## src/rtl/div_32_bit_seq_if.sv

```systemverilog
// Request/response bundle between the multdiv issue logic and the sequential divider.
interface div_32_bit_seq_if #(
  parameter int WIDTH = 32
);
  logic             ctrl_DIV;
  logic [WIDTH-1:0] data_operandA;
  logic [WIDTH-1:0] data_operandB;
  logic [WIDTH-1:0] data_result;
  logic [WIDTH-1:0] data_remainder;
  logic             data_exception;
  logic             data_resultRDY;
  logic             busy;

  modport master (
    output ctrl_DIV, data_operandA, data_operandB,
    input  data_result, data_remainder, data_exception, data_resultRDY, busy
  );

  modport slave (
    input  ctrl_DIV, data_operandA, data_operandB,
    output data_result, data_remainder, data_exception, data_resultRDY, busy
  );
endinterface

```

## src/rtl/div_32_bit_seq.sv

```systemverilog
// Restoring signed divider, one quotient bit per cycle. Trial subtract is
// R_shifted + ~D + 1 through a chain of 8-bit carry-lookahead adders.
module cla_8_bit (
  input  logic [7:0] a,
  input  logic [7:0] b,
  input  logic       cin,
  output logic [7:0] sum,
  output logic       cout
);
  logic [7:0] p, g;
  logic [8:0] c;
  logic       term, prod;

  assign p = a ^ b;
  assign g = a & b;

  // Each carry is expanded in terms of cin and the g/p terms below it.
  always_comb begin
    c    = '0;
    term = 1'b0;
    prod = 1'b0;
    c[0] = cin;
    for (int i = 0; i < 8; i++) begin
      term = g[i];
      prod = p[i];
      for (int j = i - 1; j >= 0; j--) begin
        term = term | (prod & g[j]);
        prod = prod & p[j];
      end
      c[i+1] = term | (prod & cin);
    end
  end

  assign sum  = p ^ c[7:0];
  assign cout = c[8];
endmodule

module div_32_bit_seq #(
  parameter int WIDTH = 32
) (
  input  logic             clock,
  input  logic             reset,
  div_32_bit_seq_if.slave  bus
);
  localparam int CW = $clog2(WIDTH);
  localparam int NB = WIDTH / 8;
  localparam logic [WIDTH-1:0] MIN_NEG = {1'b1, {(WIDTH-1){1'b0}}};

  typedef enum logic [1:0] {IDLE, RUN, DONE} state_t;

  state_t           state_q, state_d;
  logic [WIDTH-1:0] q_q, q_d;
  logic [WIDTH-1:0] dvs_q, dvs_d;
  logic [WIDTH-1:0] r_q, r_d;
  logic [CW-1:0]    cnt_q, cnt_d;
  logic             sgn_quo_q, sgn_quo_d;
  logic             sgn_rem_q, sgn_rem_d;
  logic [WIDTH-1:0] result_q, result_d;
  logic [WIDTH-1:0] rem_q, rem_d;
  logic             exc_q, exc_d;
  logic             rdy_q, rdy_d;
  logic             busy_q, busy_d;

  // Datapath for one restoring step
  logic [WIDTH-1:0] r_sh, q_sh, sub_b, sub_sum, r_step, q_step;
  logic [NB:0]      carry;
  logic             no_borrow;

  assign r_sh  = {r_q[WIDTH-2:0], q_q[WIDTH-1]};
  assign q_sh  = {q_q[WIDTH-2:0], 1'b0};
  assign sub_b = ~dvs_q;
  assign carry[0] = 1'b1;

  for (genvar gi = 0; gi < NB; gi++) begin : g_cla
    cla_8_bit u_cla (
      .a    (r_sh[gi*8 +: 8]),
      .b    (sub_b[gi*8 +: 8]),
      .cin  (carry[gi]),
      .sum  (sub_sum[gi*8 +: 8]),
      .cout (carry[gi+1])
    );
  end

  // 33rd bit: the bit shifted out of R always covers the divisor.
  assign no_borrow = r_q[WIDTH-1] | carry[NB];
  assign r_step    = no_borrow ? sub_sum : r_sh;
  assign q_step    = {q_sh[WIDTH-1:1], no_borrow};

  logic [WIDTH-1:0] abs_a, abs_b;
  logic             op_err;

  assign abs_a  = bus.data_operandA[WIDTH-1] ? -bus.data_operandA : bus.data_operandA;
  assign abs_b  = bus.data_operandB[WIDTH-1] ? -bus.data_operandB : bus.data_operandB;
  assign op_err = (bus.data_operandB == '0) ||
                  (bus.data_operandA == MIN_NEG && bus.data_operandB == '1);

  always_comb begin
    state_d   = state_q;
    q_d       = q_q;
    dvs_d     = dvs_q;
    r_d       = r_q;
    cnt_d     = cnt_q;
    sgn_quo_d = sgn_quo_q;
    sgn_rem_d = sgn_rem_q;
    result_d  = result_q;
    rem_d     = rem_q;
    exc_d     = exc_q;
    rdy_d     = 1'b0;
    // A start in any state (re)captures operands, aborting work in flight.
    if (bus.ctrl_DIV) begin
      sgn_quo_d = bus.data_operandA[WIDTH-1] ^ bus.data_operandB[WIDTH-1];
      sgn_rem_d = bus.data_operandA[WIDTH-1];
      q_d       = abs_a;
      dvs_d     = abs_b;
      r_d       = '0;
      cnt_d     = '0;
      if (op_err) begin
        state_d  = DONE;
        result_d = '0;
        rem_d    = '0;
        exc_d    = 1'b1;
        rdy_d    = 1'b1;
      end else begin
        state_d  = RUN;
      end
    end else begin
      case (state_q)
        RUN: begin
          r_d   = r_step;
          q_d   = q_step;
          cnt_d = cnt_q + CW'(1);
          if (cnt_q == CW'(WIDTH - 1)) begin
            state_d  = DONE;
            result_d = sgn_quo_q ? -q_step : q_step;
            rem_d    = sgn_rem_q ? -r_step : r_step;
            exc_d    = 1'b0;
            rdy_d    = 1'b1;
          end
        end
        DONE:    state_d = IDLE;
        default: state_d = IDLE;
      endcase
    end
    busy_d = (state_d == RUN);
  end

  always_ff @(posedge clock or posedge reset) begin
    if (reset) begin
      state_q   <= IDLE;
      q_q       <= '0;
      dvs_q     <= '0;
      r_q       <= '0;
      cnt_q     <= '0;
      sgn_quo_q <= 1'b0;
      sgn_rem_q <= 1'b0;
      result_q  <= '0;
      rem_q     <= '0;
      exc_q     <= 1'b0;
      rdy_q     <= 1'b0;
      busy_q    <= 1'b0;
    end else begin
      state_q   <= state_d;
      q_q       <= q_d;
      dvs_q     <= dvs_d;
      r_q       <= r_d;
      cnt_q     <= cnt_d;
      sgn_quo_q <= sgn_quo_d;
      sgn_rem_q <= sgn_rem_d;
      result_q  <= result_d;
      rem_q     <= rem_d;
      exc_q     <= exc_d;
      rdy_q     <= rdy_d;
      busy_q    <= busy_d;
    end
  end

  assign bus.data_result    = result_q;
  assign bus.data_remainder = rem_q;
  assign bus.data_exception = exc_q;
  assign bus.data_resultRDY = rdy_q;
  assign bus.busy           = busy_q;
endmodule

```

## src/flat_wrapper.sv

```systemverilog
// flat-port wrapper written by rule: the top's interface ports become plain ports
module div_32_bit_seq_flat 
#(
  parameter int WIDTH = 32
)
  (clock, reset, bus_ctrl_DIV, bus_data_operandA, bus_data_operandB, bus_data_result, bus_data_remainder, bus_data_exception, bus_data_resultRDY, bus_busy);
  div_32_bit_seq_if #(.WIDTH(WIDTH)) bus_i ();
  input  logic clock;
  input  logic reset;
  input wire logic [$bits(bus_i.ctrl_DIV)-1:0] bus_ctrl_DIV;
  input wire logic [$bits(bus_i.data_operandA)-1:0] bus_data_operandA;
  input wire logic [$bits(bus_i.data_operandB)-1:0] bus_data_operandB;
  output wire logic [$bits(bus_i.data_result)-1:0] bus_data_result;
  output wire logic [$bits(bus_i.data_remainder)-1:0] bus_data_remainder;
  output wire logic [$bits(bus_i.data_exception)-1:0] bus_data_exception;
  output wire logic [$bits(bus_i.data_resultRDY)-1:0] bus_data_resultRDY;
  output wire logic [$bits(bus_i.busy)-1:0] bus_busy;
  assign bus_i.ctrl_DIV = bus_ctrl_DIV;
  assign bus_i.data_operandA = bus_data_operandA;
  assign bus_i.data_operandB = bus_data_operandB;
  assign bus_data_result = bus_i.data_result;
  assign bus_data_remainder = bus_i.data_remainder;
  assign bus_data_exception = bus_i.data_exception;
  assign bus_data_resultRDY = bus_i.data_resultRDY;
  assign bus_busy = bus_i.busy;
  div_32_bit_seq #(.WIDTH(WIDTH)) u_core (.clock(clock), .reset(reset), .bus(bus_i));
endmodule
```

## config.mk

```make
export PLATFORM = sky130hd
export DESIGN_NAME = div_32_bit_seq_flat
export DESIGN_NICKNAME = d
export VERILOG_FILES = /design/src/rtl/div_32_bit_seq_if.sv /design/src/rtl/div_32_bit_seq.sv /design/src/flat_wrapper.sv
export SDC_FILE = /design/constraint.sdc
export NUM_CORES = 1
export LEC_CHECK = 0
export BUFFER_PORTS_ARGS = -buffer_cell sky130_fd_sc_hd__buf_2
export CAP_MARGIN = 10
export CORE_MARGIN = 3
export CORE_UTILIZATION = 25
export CTS_BUF_LIST = sky130_fd_sc_hd__clkbuf_4 sky130_fd_sc_hd__clkbuf_8
export CTS_CLUSTER_DIAMETER = 40
export CTS_CLUSTER_SIZE = 10
export DETAILED_ROUTE_END_ITERATION = 16
export MAX_ROUTING_LAYER = met4
export PLACE_DENSITY_LB_ADDON = 0.12
export SYNTH_ARGS = -nofsm -noshare
export SYNTH_HDL_FRONTEND = slang
export SYNTH_SLANG_ARGS = --single-unit
```

## constraint.sdc

```tcl
create_clock -name clock -period 16.7 [get_ports clock]
set_input_delay 0.835 -clock clock [delete_from_list [all_inputs] [get_ports clock]]
set_output_delay 0.835 -clock clock [all_outputs]
set_load 0.05 [all_outputs]
```

Word level (Yosys, flattened, before mapping)
Index checks and enable logic that the tools add are counted.
{"block": "word_totals", "wordCells": 466, "input_bits": 67, "reg_bits": 172}
{"block": "classes", "reduce_logical": 6, "n_bitwise": 407, "eq_ne": 6, "addsub": 5, "muxes": 30}
{"cell": "$mux 32", "n": 16}
{"cell": "$and 1x1->1", "n": 248}
{"cell": "$or 1x1->1", "n": 145}
{"cell": "$neg 32->32", "n": 4}
{"cell": "$eq 32x32->1 const B", "n": 2}
{"cell": "$xor 8x8->8", "n": 8}
{"cell": "$and 8x8->8", "n": 4}
{"cell": "$logic_not 32->1", "n": 1}
{"cell": "$not 32->32", "n": 1}
{"cell": "$mux 5", "n": 2}
{"cell": "$mux 1", "n": 8}
{"cell": "$mux 2", "n": 4}
{"cell": "$add 5x1->5 const B", "n": 1}
{"cell": "$eq 5x5->1 const B", "n": 1}
{"cell": "$eq 2x1->1 const B", "n": 2}
{"cell": "$reduce_bool 2->1", "n": 2}
{"cell": "$reduce_and 3->1", "n": 1}
{"cell": "$ne 2x1->1 const B", "n": 1}
{"cell": "$logic_and 1x1->1", "n": 1}
{"cell": "$logic_or 1x1->1", "n": 1}
{"cell": "$xor 1x1->1", "n": 1}

Depth between registers and ports, before layout
Gate-level depths: netlist (run 1).
{"block": "depth", "word_depth": 24, "ltp_mapped": 26, "ltp_nobuf": 21}

By module
Synthesis (run 1) repeated with hierarchy kept, for this count alone.
{"block": "unflattened", "hier_cells": 1251, "area_unflattened_um2": 11245.8}
{"mod": "div_32_bit_seq", "cells_each": 1087, "area_each_um2": 9914.5, "n_inst": 1, "seq_area_each_um2": 4304.1}
{"mod": "cla_8_bit", "cells_each": 41, "area_each_um2": 332.8, "n_inst": 4, "seq_area_each_um2": 0.0}

Worst setup path before layout (run 1)
No wires, ideal clock.
{"block": "synth_timing", "path_kind": "register -> register", "startpoint": "register u_core.r_q[4]", "endpoint": "register u_core.rem_q[26] (netlist: u_core.bus.data_remainder[26])", "path_slack_ns": 11.473, "arrival_time_ns": 5.094, "period_less_slack_ns": 5.227, "n_path_buf": 4, "stages_incl_launch_ff": 25, "required_ns": 16.568, "path_cell_list": "dfrtp_1 > ha_1 > buf_2 > and3_1 > nand4_1 > o31a_2 > a211oi_4 > o2111ai_4 > nand2_4 > buf_6 > buf_2 > buf_1 > nand2_1 > o21ai_0 > ha_1 > nand2_1 > o22ai_1 > nor2_1 > or4_1 > a21oi_1 > o21bai_1 > nand2_2 > o41ai_1 > xor2_1 > o21ai_1"}
{"block": "synth_between", "elab_chain_cells": 22, "word_cells_on_any_way": 105}
{"item": "start: declaration", "line": "div_32_bit_seq.sv:54", "rtl": "logic [WIDTH-1:0] r_q, r_d;"}
{"item": "start signal: assignment", "line": "div_32_bit_seq.sv:165", "rtl": "r_q <= r_d;"}
{"item": "$and 8x8->8 / $xor 8x8->8 (equally long branches)", "line": "div_32_bit_seq.sv:15, div_32_bit_seq.sv:14"}
{"item": "$and 1x1->1, on equally long branches", "line": "div_32_bit_seq.sv:27, div_32_bit_seq.sv:28"}
{"item": "$or 1x1->1, or another cell as far along (4 in series)", "line": "div_32_bit_seq.sv:27", "rtl": "term = term | (prod & g[j]);"}
{"item": "$or 1x1->1 / $and 1x1->1 (equally long branches)", "line": "div_32_bit_seq.sv:27"}
{"item": "$or 1x1->1", "line": "div_32_bit_seq.sv:27"}
{"item": "$or 1x1->1", "line": "div_32_bit_seq.sv:30", "rtl": "c[i+1] = term | (prod & cin);"}
{"item": "$and 1x1->1", "line": "div_32_bit_seq.sv:30"}
{"item": "$or 1x1->1", "line": "div_32_bit_seq.sv:30"}
{"item": "(+3 left out)"}
{"item": "$or 1x1->1", "line": "div_32_bit_seq.sv:30"}
{"item": "$or 1x1->1 / $xor 8x8->8 (equally long branches)", "line": "div_32_bit_seq.sv:85, div_32_bit_seq.sv:34"}
{"item": "$mux 32 *", "line": "div_32_bit_seq.sv:86", "rtl": "assign r_step = no_borrow ? sub_sum : r_sh;"}
{"item": "$neg 32->32", "line": "div_32_bit_seq.sv:135", "rtl": "rem_d = sgn_rem_q ? -r_step : r_step;"}
{"item": "$mux 32 *", "line": "div_32_bit_seq.sv:135"}
{"item": "$mux 32 *", "line": "div_32_bit_seq.sv:132", "rtl": "if (cnt_q == CW'(WIDTH - 1)) begin"}
{"item": "$mux 32 *", "line": "div_32_bit_seq.sv:127", "rtl": "case (state_q)"}
{"item": "$mux 32 *", "line": "div_32_bit_seq.sv:110", "rtl": "if (bus.ctrl_DIV) begin"}
{"item": "end signal: assignment", "line": "div_32_bit_seq.sv:170", "rtl": "rem_q <= rem_d;"}
{"item": "end: declaration", "line": "div_32_bit_seq.sv:59", "rtl": "logic [WIDTH-1:0] rem_q, rem_d;"}
Mark *: on every way between the ends. The rest lies on a longest branch, timed or not. The select of a mux whose other input is x is not followed.
A chain may end at the register's enable or synchronous reset.

Worst setup path in the final report (run 1)
{"block": "layout_timing", "startpoint": "register u_core.r_q[12]", "endpoint": "register u_core.rem_q[30] (netlist: u_core.bus.data_remainder[30])"}
{"block": "layout_between", "elab_chain_cells": 20, "word_cells_on_any_way": 99}
{"item": "$and 8x8->8 / $xor 8x8->8 (equally long branches)", "line": "div_32_bit_seq.sv:15, div_32_bit_seq.sv:14"}
{"item": "$and 1x1->1, on equally long branches", "line": "div_32_bit_seq.sv:27, div_32_bit_seq.sv:28"}
{"item": "$or 1x1->1, or another cell as far along (5 in series)", "line": "div_32_bit_seq.sv:27"}
{"item": "$or 1x1->1 / $and 1x1->1 (equally long branches)", "line": "div_32_bit_seq.sv:27, div_32_bit_seq.sv:30"}
{"item": "$or 1x1->1", "line": "div_32_bit_seq.sv:30"}
{"item": "$and 1x1->1", "line": "div_32_bit_seq.sv:30"}
{"item": "$or 1x1->1", "line": "div_32_bit_seq.sv:30"}
{"item": "$and 1x1->1", "line": "div_32_bit_seq.sv:30"}
{"item": "$or 1x1->1", "line": "div_32_bit_seq.sv:30"}
{"item": "$or 1x1->1 / $xor 8x8->8 (equally long branches)", "line": "div_32_bit_seq.sv:85, div_32_bit_seq.sv:34"}
{"item": "$mux 32 *", "line": "div_32_bit_seq.sv:86"}
{"item": "$neg 32->32", "line": "div_32_bit_seq.sv:135"}
{"item": "$mux 32 *", "line": "div_32_bit_seq.sv:135"}
{"item": "$mux 32 *", "line": "div_32_bit_seq.sv:132"}
{"item": "$mux 32 *", "line": "div_32_bit_seq.sv:127"}
{"item": "$mux 32 *", "line": "div_32_bit_seq.sv:110"}
Marks and branches as above.

==> reports/results.ini, run 1 <==
[outcome]
outcome = finished clean

[power_and_ir_drop]
p_switching_mw = 0.938
pwr-share-seq_pct = 28.3
p_clk_share_pct = 15.3
swShare_pct = 49.4
p_leak_nw = 6.12
p_int_mw = 0.963
power_density_nw_per_um2 = 138
combPwrFrac_pct = 56.4
total_power_mw = 1.90
peakVddDrop_mv = 0.0689

[logic_synthesis]
synthArstFlopShare_pct = 100
syn_area_um2 = 12200
yosysWarnings = 0
yosys.cell_types.count = 86
ys_seq_area_share_pct = 35.3
synth_nets = 1587
syn_inst = 1477
synth-seq-cells = 172
syn_avg_cell_area_um2 = 8.25
synth-edff-count = 0
ys_dominant_reg_cell = dfrtp_1

[worst_setup_path]
crit_family = compound AO/OA/AOI/OAI gates
cp-end-kind = flop
max_stage_delay_ns = 0.54
critPathKind = reg2reg
worst_path_most_repeated_cell = ha_1
path_max_fanout = 9
worstPathRequired_ns = 17.07
worstSetupStartpointType = flop
cpMaxStageDelayCell = or4_1
crit_path_cell_trace = ha_1 -> and3_1 -> a2111oi_2 -> o31a_2 -> a211oi_4 -> o2111ai_4 -> nand2_4 -> o21ai_0 -> ha_1 -> nand2_1 -> o22ai_1 -> nor2_1 -> or4_1 -> a21oi_1 -> o21bai_1 -> nand2_2 -> o41ai_1 -> xor2_1 -> o21ai_1
cp.buffers_inverters = 0
cp.arrival_ns = 6.05

[routing]
vias = 10900
drt_wl_total_um = 42300
drt-initial-drc-count = 683
vias_per_cell = 4.99
final_antenna_net_count = 0
dr.pass1.iters = 5
wl_per_cell_um = 19.4
drcViolationCount = 0

[timing]
finalHoldViolations = 0
timing.final.crit_share_pct = 34.0
worst_pin_slew_ns = 1.14
slew_viol_final = 0
setup-tns-final_ns = 0
finalClockSkew_ns = 0.0161
rsz0062_at_grt = false
setup_viol = 0
max_freq_mhz = 176
maxSlewHeadroom_pct = 23.1
period_needed_ns = 5.68

[global_routing]
gr-total-overflow = 0
grt_usage_pct = 17.0
grt_pass1_vias = 10400
antenna_found_initial = 1
grt_max_degree = 97
grt_pass1_wl_um = 65300

[layout]
nets = 1662
area_growth_pct = 12.8
mostFrequentLayoutCell = nand2_1
layout_common_cells = nand2_1 (202), dfrtp_1 (172), nor2_1 (153)
drive_above_1_share_pct = 14.0

[flow_run]
maxCapViolCount = 0

[floorplan]
die_area_um2 = 51400
die_y_um = 227
io_pins = 134
die_w_um = 227
start_util_pct = 25.4
coreArea_um2 = 47900
rows = 80

[clock_network]
cts-htree-levels = 4
ctsRootBufferMaster = clkbuf_8
cts_tree = yes
cts_setup_buffers = 0
cts_resized = 0
cts_hold_buffers = 0
clock-sinks = 172
cts_buffer_depth = 2
cts_buffers = 17
clk_latency_ns = 0.51
clk_pin_slew_ns = 0.10

[place]
portBuffers = 133
dp_hpwl_um = 31900
place.gp.congestion = 0.869

[worst_hold_path]
hold_path.class = in2async

[registers in the layout (all words and copies together) (netlist names)]
register / flops
u_core.bus.data_result: 32
u_core.q_q: 32
u_core.r_q: 32
u_core.sgn_quo_q: 1
u_core.bus.busy: 1
u_core.state_q: 2
u_core.cnt_q: 5
u_core.bus.data_resultRDY: 1
u_core.dvs_q: 32
u_core.sgn_rem_q: 1
u_core.bus.data_remainder: 32
u_core.bus.data_exception: 1
[path summary, 6_finish.rpt]
check	startpoint	end	slack [ns]	cells after the start
worst max-delay path	u_core.r_q[12]	u_core.bus.data_remainder[30]	11.02	19
max in group asynchronous	reset	u_core.dvs_q[12]	15.07	3
worst min register to register	u_core.bus.data_remainder[12]	u_core.bus.data_remainder[12]	0.48	2
min in group clock	u_core.bus.data_remainder[12]	u_core.bus.data_remainder[12]	0.48	2
worst min-delay path	reset	u_core.bus.data_exception	0.38	2
worst max register to register	u_core.r_q[12]	u_core.bus.data_remainder[30]	11.02	19
[Yosys cell counts (8+ instances only)]
cell type | n | share of area (%)
buf_1 | 11 | 0.34
nand4_1 | 20 | 1.0
nor3_1 | 22 | 0.90
nor2_1 | 153 | 4.7
dfrtp_1 | 172 | 35
nor4_1 | 12 | 0.62
xor2_1 | 76 | 5.5
a31oi_1 | 12 | 0.62
mux2i_1 | 34 | 2.8
nand3_1 | 25 | 1.0
o21ai_0 | 104 | 4.3
buf_2 | 14 | 0.57
or3_1 | 16 | 0.82
and2_1 | 8 | 0.41
a21o_1 | 15 | 0.92
a21oi_1 | 80 | 3.3
clkbuf_1 | 59 | 1.8
o22ai_1 | 35 | 1.8
nand2b_1 | 13 | 0.67
nand2_1 | 202 | 6.2
o41ai_1 | 15 | 1.1
or2_2 | 11 | 0.56
a211oi_1 | 21 | 1.3
o21ai_1 | 19 | 0.78
and3_1 | 13 | 0.67
inv_1 | 52 | 1.6
o31ai_1 | 34 | 2.1
ha_1 | 40 | 4.1
or4_1 | 12 | 0.74
xnor2_1 | 68 | 4.9
[logic make-up (layout without fill, tap and decap cells)]
| group | after synthesis | in the layout | share of synthesized area (%) |
|---|---|---|---|
| and+or+nand+nor | 532 | 532 | 20.1 |
| xor gates and xnor gates | 144 | 144 | 10.3 |
| DFF | 172 | 172 | 35.3 |
| adders and majority gates | 43 | 43 | 4.60 |
| muxes | 35 | 35 | 2.88 |
| other | 0 | 1 | 0 |
| AOI/OAI and AO/OA | 407 | 407 | 21.9 |
| buffers and inverters | 144 | 232 | 4.80 |
[power groups by stage]
stage | clock network [mW] | logic [mW] | registers [mW]
after global routing | 0.319 | 1.19 | 0.550
after floorplan | 0 | 0.781 | 0.522
after detailed placement | 0 | 1.07 | 0.546
final | 0.290 | 1.07 | 0.539
after global placement | 0 | 1.07 | 0.545
after CTS | 0.305 | 1.07 | 0.538
[stage by stage]
step | area (um2) | hold slack [ns] | utilization (%) | instances | setup WS, ns
after floorplan | 12200 | 0.489 | - | 1477 | 11.20
after global placement | 13400 | 0.460 | 27.9 | 2148 | 11.13
after detailed placement | 13400 | 0.464 | 27.9 | 2148 | 10.97
after CTS | 13800 | 0.378 | 28.7 | 2180 | 10.92
after global routing | 13800 | 0.385 | 28.7 | 2181 | 10.49
final | 13800 | 0.377 | 28.7 | 2181 | 11.02
[routing by layer]
metal	track usage, %	up-vias	wire (um)
met4	4.18	0	673
met2	24.3	209	18200
met5	-	-	0
li1	-	5430	-
met1	25.1	5217	21900
met3	2.50	36	1560
[layout make-up]
| class | count | area [um2] |
|---|---|---|
| antenna | 1 | 2.50 |
| clock buffer | 19 | 255 |
| clock inverter | 13 | 111 |
| fill | 5107 | 34200 |
| inverter | 54 | 208 |
| multi-input combinational | 1161 | 7340 |
| sequential | 172 | 4300 |
| tap | 615 | 769 |
| timing repair buffer | 146 | 766 |
Note: power is estimated with default switching activity, not from simulation.
==> inputs of run 2 (changes only) <==
Clock period 16.7 ns to 5.4 ns, I/O delays scaled along.
==> run 2 against run 1 <==
Against the previous run: sequential share of layout area shrank 0.55 points; worst hold slack got worse by 0.31 ns; register-to-register slack got worse by 11 ns; routed wire length is essentially flat; fmax is 13% higher; combinational power grew to 3.2 times the previous value; largest cell class unchanged.
==> reports/results.ini, run 2 (synthesis results as in run 1) <==
[clock_network]
cts_setup_buffers = 0  ; unchanged
clk_pin_slew_ns = 0.11  ; about the same
clk_latency_ns = 0.52  ; about the same
cts-htree-levels = 4  ; unchanged
clock-sinks = 172  ; unchanged
cts_tree = yes
cts_buffers = 17  ; unchanged
cts_buffer_depth = 2  ; unchanged
ctsRootBufferMaster = clkbuf_8

[timing]
timing.final.crit_share_pct = 93.2  ; +59 points
slew_viol_final = 0  ; unchanged
period_needed_ns = 5.04  ; -0.644 ns
setup-tns-final_ns = 0  ; unchanged
maxSlewHeadroom_pct = 33.1  ; +10 points
worst_pin_slew_ns = 0.997  ; -0.144 ns
setup_viol = 0  ; unchanged
max_freq_mhz = 199  ; +13%
finalClockSkew_ns = 0.0296  ; +0.0136 ns
rsz0062_at_grt = false
finalHoldViolations = 0  ; unchanged

[global_routing]
antenna_found_initial = 2  ; +1
grt_pass1_vias = 10400  ; -0.39%
grt_pass1_wl_um = 64800  ; -0.76%
gr-total-overflow = 0  ; unchanged
grt_usage_pct = 16.9  ; -0.13 points
grt_max_degree = 100  ; +3.1%

[routing]
drt-initial-drc-count = 817  ; +20%
final_antenna_net_count = 0  ; unchanged
drt_wl_total_um = 42300  ; about the same
vias = 10900  ; +0.38%
dr.pass1.iters = 5  ; unchanged
drcViolationCount = 0  ; unchanged
vias_per_cell = 4.96  ; -0.63%
wl_per_cell_um = 19.2  ; -0.95%

[power_and_ir_drop]
peakVddDrop_mv = 0.214  ; +210%
power_density_nw_per_um2 = 439  ; +220%
total_power_mw = 6.14  ; +220%
p_leak_nw = 6.27  ; +2.4%

[worst_setup_path]
r2r_slack_ns = 0.36  ; -10.66 ns
max_stage_delay_ns = 0.53  ; about the same
critPathKind = reg2reg
worst_path_most_repeated_cell = ha_1
worstPathRequired_ns = 5.78  ; -11.29 ns
worstSetupStartpointType = flop
cp-end-kind = flop
cpMaxStageDelayCell = or4_1
crit_path_cell_trace = ha_1 -> or3_1 -> o22ai_2 -> o31a_2 -> a211oi_4 -> o2111ai_4 -> nand2_4 -> o21ai_0 -> ha_1 -> nand2_1 -> o22ai_1 -> nor2_1 -> or4_1 -> a21oi_1 -> o21bai_2 -> nand2_2 -> o41ai_1 -> xor2_1 -> o21ai_1
path_max_fanout = 7  ; -2
crit_family = compound AO/OA/AOI/OAI gates
cp.buffers_inverters = 0  ; unchanged
cp.arrival_ns = 5.42  ; -0.63 ns

[floorplan]
rows = 80  ; unchanged
start_util_pct = 25.4  ; unchanged
coreArea_um2 = 47900  ; unchanged
io_pins = 134  ; unchanged
die_y_um = 227  ; unchanged
die_w_um = 227  ; unchanged
die_area_um2 = 51400  ; unchanged

[layout]
mostFrequentLayoutCell = nand2_1
nets = 1684  ; +1.3%
layout_common_cells = nand2_1 (202), dfrtp_1 (172), nor2_1 (153)
area_growth_pct = 14.9
drive_above_1_share_pct = 15.1  ; +1.1 points
fillers = 5151  ; +0.86%
final_area_um2 = 14000  ; +1.8%

[place]
postPlaceCellArea_um2 = 13600  ; +1.3%
portBuffers = 133  ; unchanged
dp_hpwl_um = 32200  ; +0.92%
place.gp.congestion = 0.865  ; -0.47%

[worst_hold_path]
hold_path.class = in2reg

[outcome]
outcome = finished clean

[flow_run]
maxCapViolCount = 0  ; unchanged

==> run 2: cell types whose count changed in the layout (fill, tap and decap cells not counted), sizes merged <==
cell and delta:
clkinvlp -1, dlygate4sd3 +1, bufinv +3, diode +1, inv +2, clkinv -4
buf +21, clkbuf -1
==> run 2: cell type report <==
type                            instances  area [um2]  share of cell area, %
Multi-Input combinational cell       1161        7340                   52.4
Sequential cell                       172        4300                   30.7
Timing Repair Buffer                  168         946                   6.76
Tap cell                              615         769                   5.50
Clock buffer                           18         248                   1.77
Inverter                               54         208                   1.48
Clock inverter                         13         180                   1.29
Antenna cell                            2        5.00                 0.0357
==> run 2: worst paths after layout <==
path                                          startpoint                       endpoint  cells past startpoint
setup reg to reg                           u_core.r_q[2]  u_core.bus.data_remainder[26]                     19
min in group asynchronous                          reset      u_core.bus.data_exception                      3
max in group asynchronous                          reset               u_core.dvs_q[16]                      4
setup / recovery                           u_core.r_q[2]  u_core.bus.data_remainder[26]                     19
hold / removal                      bus_data_operandB[0]                u_core.dvs_q[0]                      3
hold reg to reg            u_core.bus.data_remainder[25]  u_core.bus.data_remainder[25]                      2
==> run 2: metrics by stage <==
step	hold WS, ns	setup WS [ns]	utilization [%]	instances
2_1_floorplan	0.387	0.173	-	1477
3_3_place_gp	0.432	0.264	28.3	2169
3_5_place_dp	0.446	0.182	28.3	2169
4_1_cts	0.0277	0.184	29.2	2201
5_1_grt	0.0840	0.0248	29.2	2203
6_report	0.0705	0.365	29.2	2203
==> run 2: timing repair <==
item                                   in CTS  in global routing
endpoints found under the hold margin      73                  0
hold buffers                                1                  0
gates resized for setup                     0                  2
setup endpoints to repair                   0                  5
==> run 2: worst register-to-register path, stage by stage (launching register included) <==
cell	delay [ns]
dfrtp_1	0.46
ha_1	0.30
or3_1	0.42
o22ai_2	0.26
o31a_2	0.30
a211oi_4	0.10
o2111ai_4	0.26
nand2_4	0.12
o21ai_0	0.32
ha_1	0.28
nand2_1	0.07
o22ai_1	0.14
nor2_1	0.09
or4_1	0.53
a21oi_1	0.20
o21bai_2	0.24
nand2_2	0.13
o41ai_1	0.43
xor2_1	0.19
o21ai_1	0.07
==> run 2: power by group <==
part           internal [mW]  switching [mW]
combinational           1.28            2.16
clock                  0.481           0.570
sequential              1.45           0.208
total                   3.20            2.94
==> run 2: metal layers <==
metal | up-vias | GRT usage, % | routed length (um) | part of all wire, %
met5 | - | - | 0 | 0
met4 | 0 | 3.63 | 437 | 1.0
met3 | 24 | 2.63 | 1700 | 4.0
met2 | 204 | 24.2 | 18200 | 43
met1 | 5263 | 24.9 | 22000 | 52
li1 | 5442 | - | - | -
